`config.mk`:
```
export PLATFORM = sky130hd
export DESIGN_NAME = id_ex_stage
export DESIGN_NICKNAME = d
export VERILOG_FILES = /design/src/rtl/id_ex_stage.sv
export SDC_FILE = /design/constraint.sdc
export NUM_CORES = 1
export LEC_CHECK = 0
export ABC_AREA = 1
export BUFFER_PORTS_ARGS = -buffer_cell sky130_fd_sc_hd__buf_2
export CORE_AREA = 2 2 182 184
export DETAILED_ROUTE_END_ITERATION = 10
export DIE_AREA = 0 0 184 186
export PLACE_DENSITY = 0.51
export SKIP_CTS_REPAIR_TIMING = 1
export SYNTH_ARGS = -nofsm -noshare
export SYNTH_HDL_FRONTEND = slang
export SYNTH_SLANG_ARGS = --single-unit
export TNS_END_PERCENT = 30
```
`constraint.sdc`:
```
create_clock -name clk -period 4.4 [get_ports clk]
set_input_delay 0.22 -clock clk [delete_from_list [all_inputs] [get_ports clk]]
set_output_delay 0.22 -clock clk [all_outputs]
set_load 0.01 [all_outputs]
```
`src/rtl/id_ex_stage.sv`:
```
// ID/EX pipeline register with EX-stage operand forwarding and
// load-use / branch hazard control for a 5-stage RISC-V pipeline.
//
// Ports:
//   clk, rst_n                 clock, synchronous active-low reset
//   *_d                        decode-stage fields captured into EX
//   alu_result_m, rd_m, ...    MEM-stage forwarding source
//   result_w, rd_w, ...        WB-stage forwarding source
//   pcsrc_e                    taken branch/jump resolved in EX
//   src_a_e, src_b_e           forwarded ALU operands
//   write_data_e               forwarded rs2 data for stores
//   *_e                        registered EX-stage fields
//   stall_f, stall_d, flush_d  hazard controls to fetch/decode
module id_ex_stage #(
  parameter int N = 32
) (
  input  logic         clk,
  input  logic         rst_n,
  input  logic [N-1:0] rd1_d,
  input  logic [N-1:0] rd2_d,
  input  logic [N-1:0] imm_d,
  input  logic [N-1:0] pc_d,
  input  logic [N-1:0] pcplus4_d,
  input  logic [4:0]   rs1_d,
  input  logic [4:0]   rs2_d,
  input  logic [4:0]   rd_d,
  input  logic [2:0]   alu_control_d,
  input  logic         alusrc_d,
  input  logic         regwrite_d,
  input  logic         memwrite_d,
  input  logic         branch_d,
  input  logic         jump_d,
  input  logic [1:0]   resultsrc_d,
  input  logic [N-1:0] alu_result_m,
  input  logic [4:0]   rd_m,
  input  logic         regwrite_m,
  input  logic [N-1:0] result_w,
  input  logic [4:0]   rd_w,
  input  logic         regwrite_w,
  input  logic         pcsrc_e,
  output logic [N-1:0] src_a_e,
  output logic [N-1:0] src_b_e,
  output logic [2:0]   alu_control_e,
  output logic [N-1:0] write_data_e,
  output logic [N-1:0] imm_e,
  output logic [N-1:0] pc_e,
  output logic [N-1:0] pcplus4_e,
  output logic [4:0]   rd_e,
  output logic         regwrite_e,
  output logic         memwrite_e,
  output logic         branch_e,
  output logic         jump_e,
  output logic [1:0]   resultsrc_e,
  output logic         valid_e,
  output logic         stall_f,
  output logic         stall_d,
  output logic         flush_d
);

  typedef struct packed {
    logic [N-1:0] rd1;
    logic [N-1:0] rd2;
    logic [N-1:0] imm;
    logic [N-1:0] pc;
    logic [N-1:0] pcplus4;
    logic [4:0]   rs1;
    logic [4:0]   rs2;
    logic [4:0]   rd;
    logic [2:0]   alu_control;
    logic         alusrc;
    logic         regwrite;
    logic         memwrite;
    logic         branch;
    logic         jump;
    logic [1:0]   resultsrc;
    logic         valid;
  } id_ex_t;

  localparam logic [1:0] RES_LOAD = 2'b01;

  id_ex_t ex_d;
  id_ex_t ex_q;

  logic         lw_stall;
  logic         bubble;
  logic         a_hit_m;
  logic         a_hit_w;
  logic         b_hit_m;
  logic         b_hit_w;
  logic [N-1:0] fwd_a;
  logic [N-1:0] fwd_b;

  // Load in EX whose destination is read by the decode instruction.
  always_comb begin
    lw_stall = ex_q.valid
             && (ex_q.resultsrc == RES_LOAD)
             && (ex_q.rd != 5'd0)
             && ((ex_q.rd == rs1_d) || (ex_q.rd == rs2_d));
  end

  assign stall_f = lw_stall;
  assign stall_d = lw_stall;
  assign flush_d = pcsrc_e;
  assign bubble  = lw_stall | pcsrc_e;

  always_comb begin
    ex_d = ex_q;
    if (bubble) begin
      ex_d = '0;
    end else begin
      ex_d.rd1         = rd1_d;
      ex_d.rd2         = rd2_d;
      ex_d.imm         = imm_d;
      ex_d.pc          = pc_d;
      ex_d.pcplus4     = pcplus4_d;
      ex_d.rs1         = rs1_d;
      ex_d.rs2         = rs2_d;
      ex_d.rd          = rd_d;
      ex_d.alu_control = alu_control_d;
      ex_d.alusrc      = alusrc_d;
      ex_d.regwrite    = regwrite_d;
      ex_d.memwrite    = memwrite_d;
      ex_d.branch      = branch_d;
      ex_d.jump        = jump_d;
      ex_d.resultsrc   = resultsrc_d;
      ex_d.valid       = 1'b1;
    end
  end

  always_ff @(posedge clk) begin
    if (!rst_n) begin
      ex_q <= '0;
    end else begin
      ex_q <= ex_d;
    end
  end

  // WB hits are masked by MEM hits so the case arms stay exclusive.
  always_comb begin
    a_hit_m = regwrite_m && (rd_m != 5'd0) && (rd_m == ex_q.rs1);
    a_hit_w = regwrite_w && (rd_w != 5'd0) && (rd_w == ex_q.rs1)
            && !a_hit_m;
    b_hit_m = regwrite_m && (rd_m != 5'd0) && (rd_m == ex_q.rs2);
    b_hit_w = regwrite_w && (rd_w != 5'd0) && (rd_w == ex_q.rs2)
            && !b_hit_m;
  end

  always_comb begin
    fwd_a = ex_q.rd1;
    unique case (1'b1)
      a_hit_m: fwd_a = alu_result_m;
      a_hit_w: fwd_a = result_w;
      default: fwd_a = ex_q.rd1;
    endcase
  end

  always_comb begin
    fwd_b = ex_q.rd2;
    unique case (1'b1)
      b_hit_m: fwd_b = alu_result_m;
      b_hit_w: fwd_b = result_w;
      default: fwd_b = ex_q.rd2;
    endcase
  end

  assign src_a_e      = fwd_a;
  assign src_b_e      = ex_q.alusrc ? ex_q.imm : fwd_b;
  assign write_data_e = fwd_b;

  assign alu_control_e = ex_q.alu_control;
  assign imm_e         = ex_q.imm;
  assign pc_e          = ex_q.pc;
  assign pcplus4_e     = ex_q.pcplus4;
  assign rd_e          = ex_q.rd;
  assign regwrite_e    = ex_q.regwrite;
  assign memwrite_e    = ex_q.memwrite;
  assign branch_e      = ex_q.branch;
  assign jump_e        = ex_q.jump;
  assign resultsrc_e   = ex_q.resultsrc;
  assign valid_e       = ex_q.valid;

endmodule

```
* Word-level counts from Yosys, hierarchy flattened
Index checks and enable logic that the tools add are counted.
** Operators by class
- Eq/ne operators :: 7
- Multiplexer cells :: 4
- Bitwise operators :: 2
- Reductions and logical operators :: 18
** Operators by type and width (number)
- $pmux W32 S2 :: 2
- $mux W32 :: 1
- $eq A5 B5 Y1 :: 6
- $reduce_bool A5 Y1 :: 3
- $logic_and A1 B1 Y1 :: 11
- $eq A2 B1 Y1 const B :: 1
- $logic_not A1 Y1 :: 2
- $reduce_or A2 Y1 :: 1
- $logic_or A1 B1 Y1 :: 1
- $mux W1 :: 1
- $not A1 Y1 :: 1
- $or A1 B1 Y1 :: 1
** Word-level totals
- Bits in registers :: 186
- Bits of input ports :: 264
- Output and inout bits :: 210
- Word-level logic and storage cells :: 47

* Logic depth before layout (Yosys ltp)
- Depth in word-level cells :: 7
- Depth in mapped cells :: 11
- Depth with buffers taken out :: 10

* Worst setup path before layout
Ideal clock, no wire load.
- Path type :: reg2out
- Start point :: register ex_q[16] (netlist name)
- End point :: output src_b_e[0]
- Data arrival time :: 1.392 ns
- Data required time :: 4.180 ns
- Slack :: 2.788 ns
- Stages on the path, launching flop included :: 10
- Path through :: dfxtp_1 xnor2_1 nand2_1 nor2_2 nand3_4 buf_6 nand3_1 nand3_1 nand2_1 nand2_1
** On the way
- Cells in the longest elaborated chain, start to end :: 6
** RTL lines
- from (decl) :: line 82 : id_ex_t ex_q;
- from (signal assigned) :: line 132 : ex_q <= '0;
- from (signal assigned) :: line 134 : ex_q <= ex_d;
- $eq A5 B5 Y1 :: line 143 : b_hit_m = regwrite_m && (rd_m != 5'd0) && (rd_m == ex_q.rs2);
- $logic_and A1 B1 Y1 :: line 143
- $logic_not A1 Y1 :: line 145 : && !b_hit_m;
- $logic_and A1 B1 Y1 :: line 145
- $pmux W32 S2 * :: line 159 : unique case (1'b1)
- net write_data_e[0] :: line 44 : output logic [N-1:0] write_data_e,
- $mux W32 * :: line 167 : assign src_b_e = ex_q.alusrc ? ex_q.imm : fwd_b;
- to (decl) :: line 42 : output logic [N-1:0] src_b_e,
The timed path passes the listed nets; every way through them passes the cells marked *.

* Worst setup path after layout
- Start point :: register ex_q[16] (netlist name)
- End point :: output src_b_e[0]
** On the way
- Cells in the longest elaborated chain, start to end :: 6
** RTL lines (line)
- $eq A5 B5 Y1 :: 143
- $logic_and A1 B1 Y1 :: 143
- $logic_not A1 Y1 :: 145
- $logic_and A1 B1 Y1 :: 145
- $pmux W32 S2 * :: 159
- $mux W32 * :: 167
Every way passes the cells marked *; elsewhere a longest branch is shown, timed or not.

==> impl_metrics.ini <==
[outcome]
status = finished with violations
failing_checks = hold timing

[clock_tree]
cts.sink_count = 186
tritoncts.num_buffers = 17
clk-insertion-delay-late_ps = 440
clk_transition_reported_paths_ps = 70
clockBufferDepth = 2
cts_root_buf = clkbuf_16
cts_max_level = 4
tritoncts = built

[timing]
post-route-period-util_pct = 69.8
max-slew-margin-rel_pct = 36.9
report.final.setup_viol = 0
timing_max_transition_violations_final = 0
finalClockSkew_ps = 9.64
finalHoldViolations = 3
fin_setup_tns_ps = 0
finalWorstPathRequiredPeriod_ps = 3070
fmax_ghz = 0.326
whs_ps = -14.0
setup_repair_after_global_routing_missed_its_margin = no
worst_pin_slew_ps = 946

[power]
total_leakage_power_nw = 7.26
power.density_nw_per_um2 = 315
sequential_cell_fraction_of_total_power_pct = 45.2
swShare_pct = 27.1
power.share.combinational_pct = 16.1
total_switching_power_mw = 1.07
power.internal_mw = 2.87
pwr-share-clk_pct = 38.7
irDropWorstVdd_uv = 279

[logic_synthesis]
syn_area_um2 = 8630
syn-mean-instance-area_um2 = 7.31
postSynthRegisterBits = 186
synth_largest_type_area_fraction_pct = 43.1
syn-num-nets = 1444
synth_largest_area_cell = dfxtp_1
ys_seq_area_share_pct = 43.1
netlist_instances = 1180
synth_cell_types = 25
synth.yosys.warnings = 0
synthTopCellsByArea = dfxtp_1 (43%), buf_4 (11%), nand3_1 (9.6%), inv_1 (8.7%), nor2_1 (8.5%)

[place]
numPlacedInstances = 1904
place_congestion = 0.789
placement.io_buffers = 473
detailedPlacementHpwl_um = 22800

[worst_setup_path]
arrival_ps = 2850
path_common_cell = nand2_1
critical_path.cell_chain = xnor2_1 > nand2_1 > nor2_1 > nand3_2 > nand3_1 > nand3_1 > nand2_1 > nand2_1 > buf_2
crit_path_end_kind = primary output
timing.critical_path.from_type = register
critical_path.max_stage_delay_ps = 700
slowest_stage = nand3_2
worst-setup-path-type = register to primary output
required_time_of_the_critical_path_ps = 4180
critPathMaxFanout = 32

[grt]
largest_net_degree_at_the_start_of_global_routing = 86
grt.busiest_layer = met2
met3_usage_grt_pct = 6.20
grtUsageTotal_pct = 17.2
grt_overflow_total = 0
grt_pass1_vias = 8063
antenna_found_initial = 2
gr-usage-met1_pct = 18.9
grt_first_pass_wirelength_um = 44500
grt_util_met2_pct = 30.5

[die]
rows = 66
design.core.area_um2 = 32200
die-height_um = 186
num_io_pins = 474
die-area_um2 = 34200
fp.dieW_um = 184
initial_core_utilization_pct = 26.8

[drt]
number_of_nets_with_antenna_violations_after_detailed_routing = 0
drt_pass1_iterations = 4
vias = 8818
drt_iter0_drc = 366
route.detailed.drc = 0
route.detailed.vias_per_inst = 4.22
drt-total-wl_um = 32000
route.detailed.wl_per_inst_um = 15.3

[cells_and_area]
area_growth_pct = 45.0
post_route_cells_drive_above_1_share_pct = 33.3
instances_no_fill = 2091
final_net_count = 1934

[run]
cap_viol_max_count = 0

[worst_hold_path]
hold_path.class = input port to register
[cells in the mapped netlist (all sizes together)]
library cell / instances
a21oi: 2
buf: 156
clkbuf: 9
dfxtp: 186
inv: 206
nand2: 191
nand3: 199
nand3b: 2
nand4: 3
nor2: 199
nor2b: 1
nor3: 2
xnor2: 14
xor2: 10
[power by group through the flow]
| stage | Sequential (mW) | Clock [mW] | Combinational, mW |
|---|---|---|---|
| after floorplan | 1.81 | 0 | 0.305 |
| after detailed placement | 1.82 | 0 | 0.527 |
| final | 1.78 | 1.53 | 0.635 |
| after global placement | 1.82 | 0 | 0.524 |
| after CTS | 1.78 | 1.59 | 0.529 |
| after global routing | 1.79 | 1.65 | 0.701 |
[final timing paths]
path | start | to | slack (ps) | cells past startpoint
hold reg to reg | valid_e$_SDFF_PN0_ | rd_e[0]$_SDFF_PP0_ | 850 | 5
setup / recovery | ex_q[16]$_SDFF_PP0_ | src_b_e[0] | 1330 | 9
hold / removal | pc_d[3] | pc_e[3]$_SDFF_PP0_ | -10 | 3
setup reg to reg | rd_e[4]$_SDFF_PP0_ | memwrite_e$_SDFF_PP0_ | 2140 | 8
[cells in the final DEF, fill, tap and decap left out, types with 2 or more instances in the layout]
cell           synthesis  final
clkinvlp_4             0      3
inv_2                  5      5
dlygate4sd3_1          0    155
clkinv_2               0      2
nor2_4                 2      2
nand3_4                2      2
nand3b_1               2      2
nand3_1              166    166
nand4_1                3      3
inv_6                  0      3
buf_4                124      8
clkinv_4               0      3
clkbuf_8               0      2
nand3_2               31     31
nor2_1               196    196
dfxtp_1              186    185
a21oi_1                2      2
nand2_2                3      3
buf_2                 23    473
inv_1                201    201
xor2_1                 9      9
nand2_1              188    188
xnor2_1               14     14
clkbuf_16              0     17
[kinds of logic after synthesis]
| kind of cell | Yosys count | share of synthesized area (%) |
|---|---|---|
| AOI/OAI and AO/OA | 2 | 0.116 |
| xor gates and xnor gates | 24 | 2.52 |
| buffers and inverters | 371 | 22.6 |
| DFF | 186 | 43.1 |
| and+or+nand+nor | 597 | 31.7 |
[state kept, by name, summed over array words and instances, names as in the netlist]
signal / count
pcplus4_e: 32
imm_e: 32
ex_q: 75
resultsrc_e: 2
branch_e: 1
pc_e: 32
alu_control_e: 3
rd_e: 5
regwrite_e: 1
jump_e: 1
valid_e: 1
memwrite_e: 1
[layout make-up]
type / instances / area, um^2
diodes: 1 / 2.50
clock buffers: 19 / 453
clock inverters: 12 / 115
fillers: 3365 / 19700
inverters: 206 / 773
multi-input cells: 623 / 2960
flip-flops and latches: 186 / 3720
well taps: 408 / 510
repair buffers: 636 / 3980
[through the flow]
| stage | instance area [um^2] | utilization (%) | total power, mW | setup slack [ps] | hold WS (ps) |
|---|---|---|---|---|---|
| 6_report | 12500 | 38.9 | 3.94 | 1330 | -14.0 |
| 5_1_grt | 12500 | 38.9 | 4.14 | 1080 | -2.34 |
| 4_1_cts | 11000 | 34.0 | 3.91 | 1220 | -52.9 |
| 3_5_place_dp | 10400 | 32.3 | 2.35 | 1700 | 437 |
| 3_3_place_gp | 10400 | 32.3 | 2.34 | 1720 | 432 |
| 2_1_floorplan | 8630 | - | 2.11 | 2790 | 332 |
[layer usage]
layer / share of wire (%) / vias to the layer above
li1: - / 4387
met1: 41 / 4024
met2: 50 / 368
met3: 7.6 / 37
met4: 2.1 / 2
met5: 0.041 / -
[worst max-delay path, delay by kind of cell (launching register included)]
family                 cells  cell delay (ps)
AND/OR/NAND/NOR            7             1730
flip-flops                 1              390
XOR/XNOR                   1              140
buffers and inverters      1              140
(Power assumes the default switching activity.)
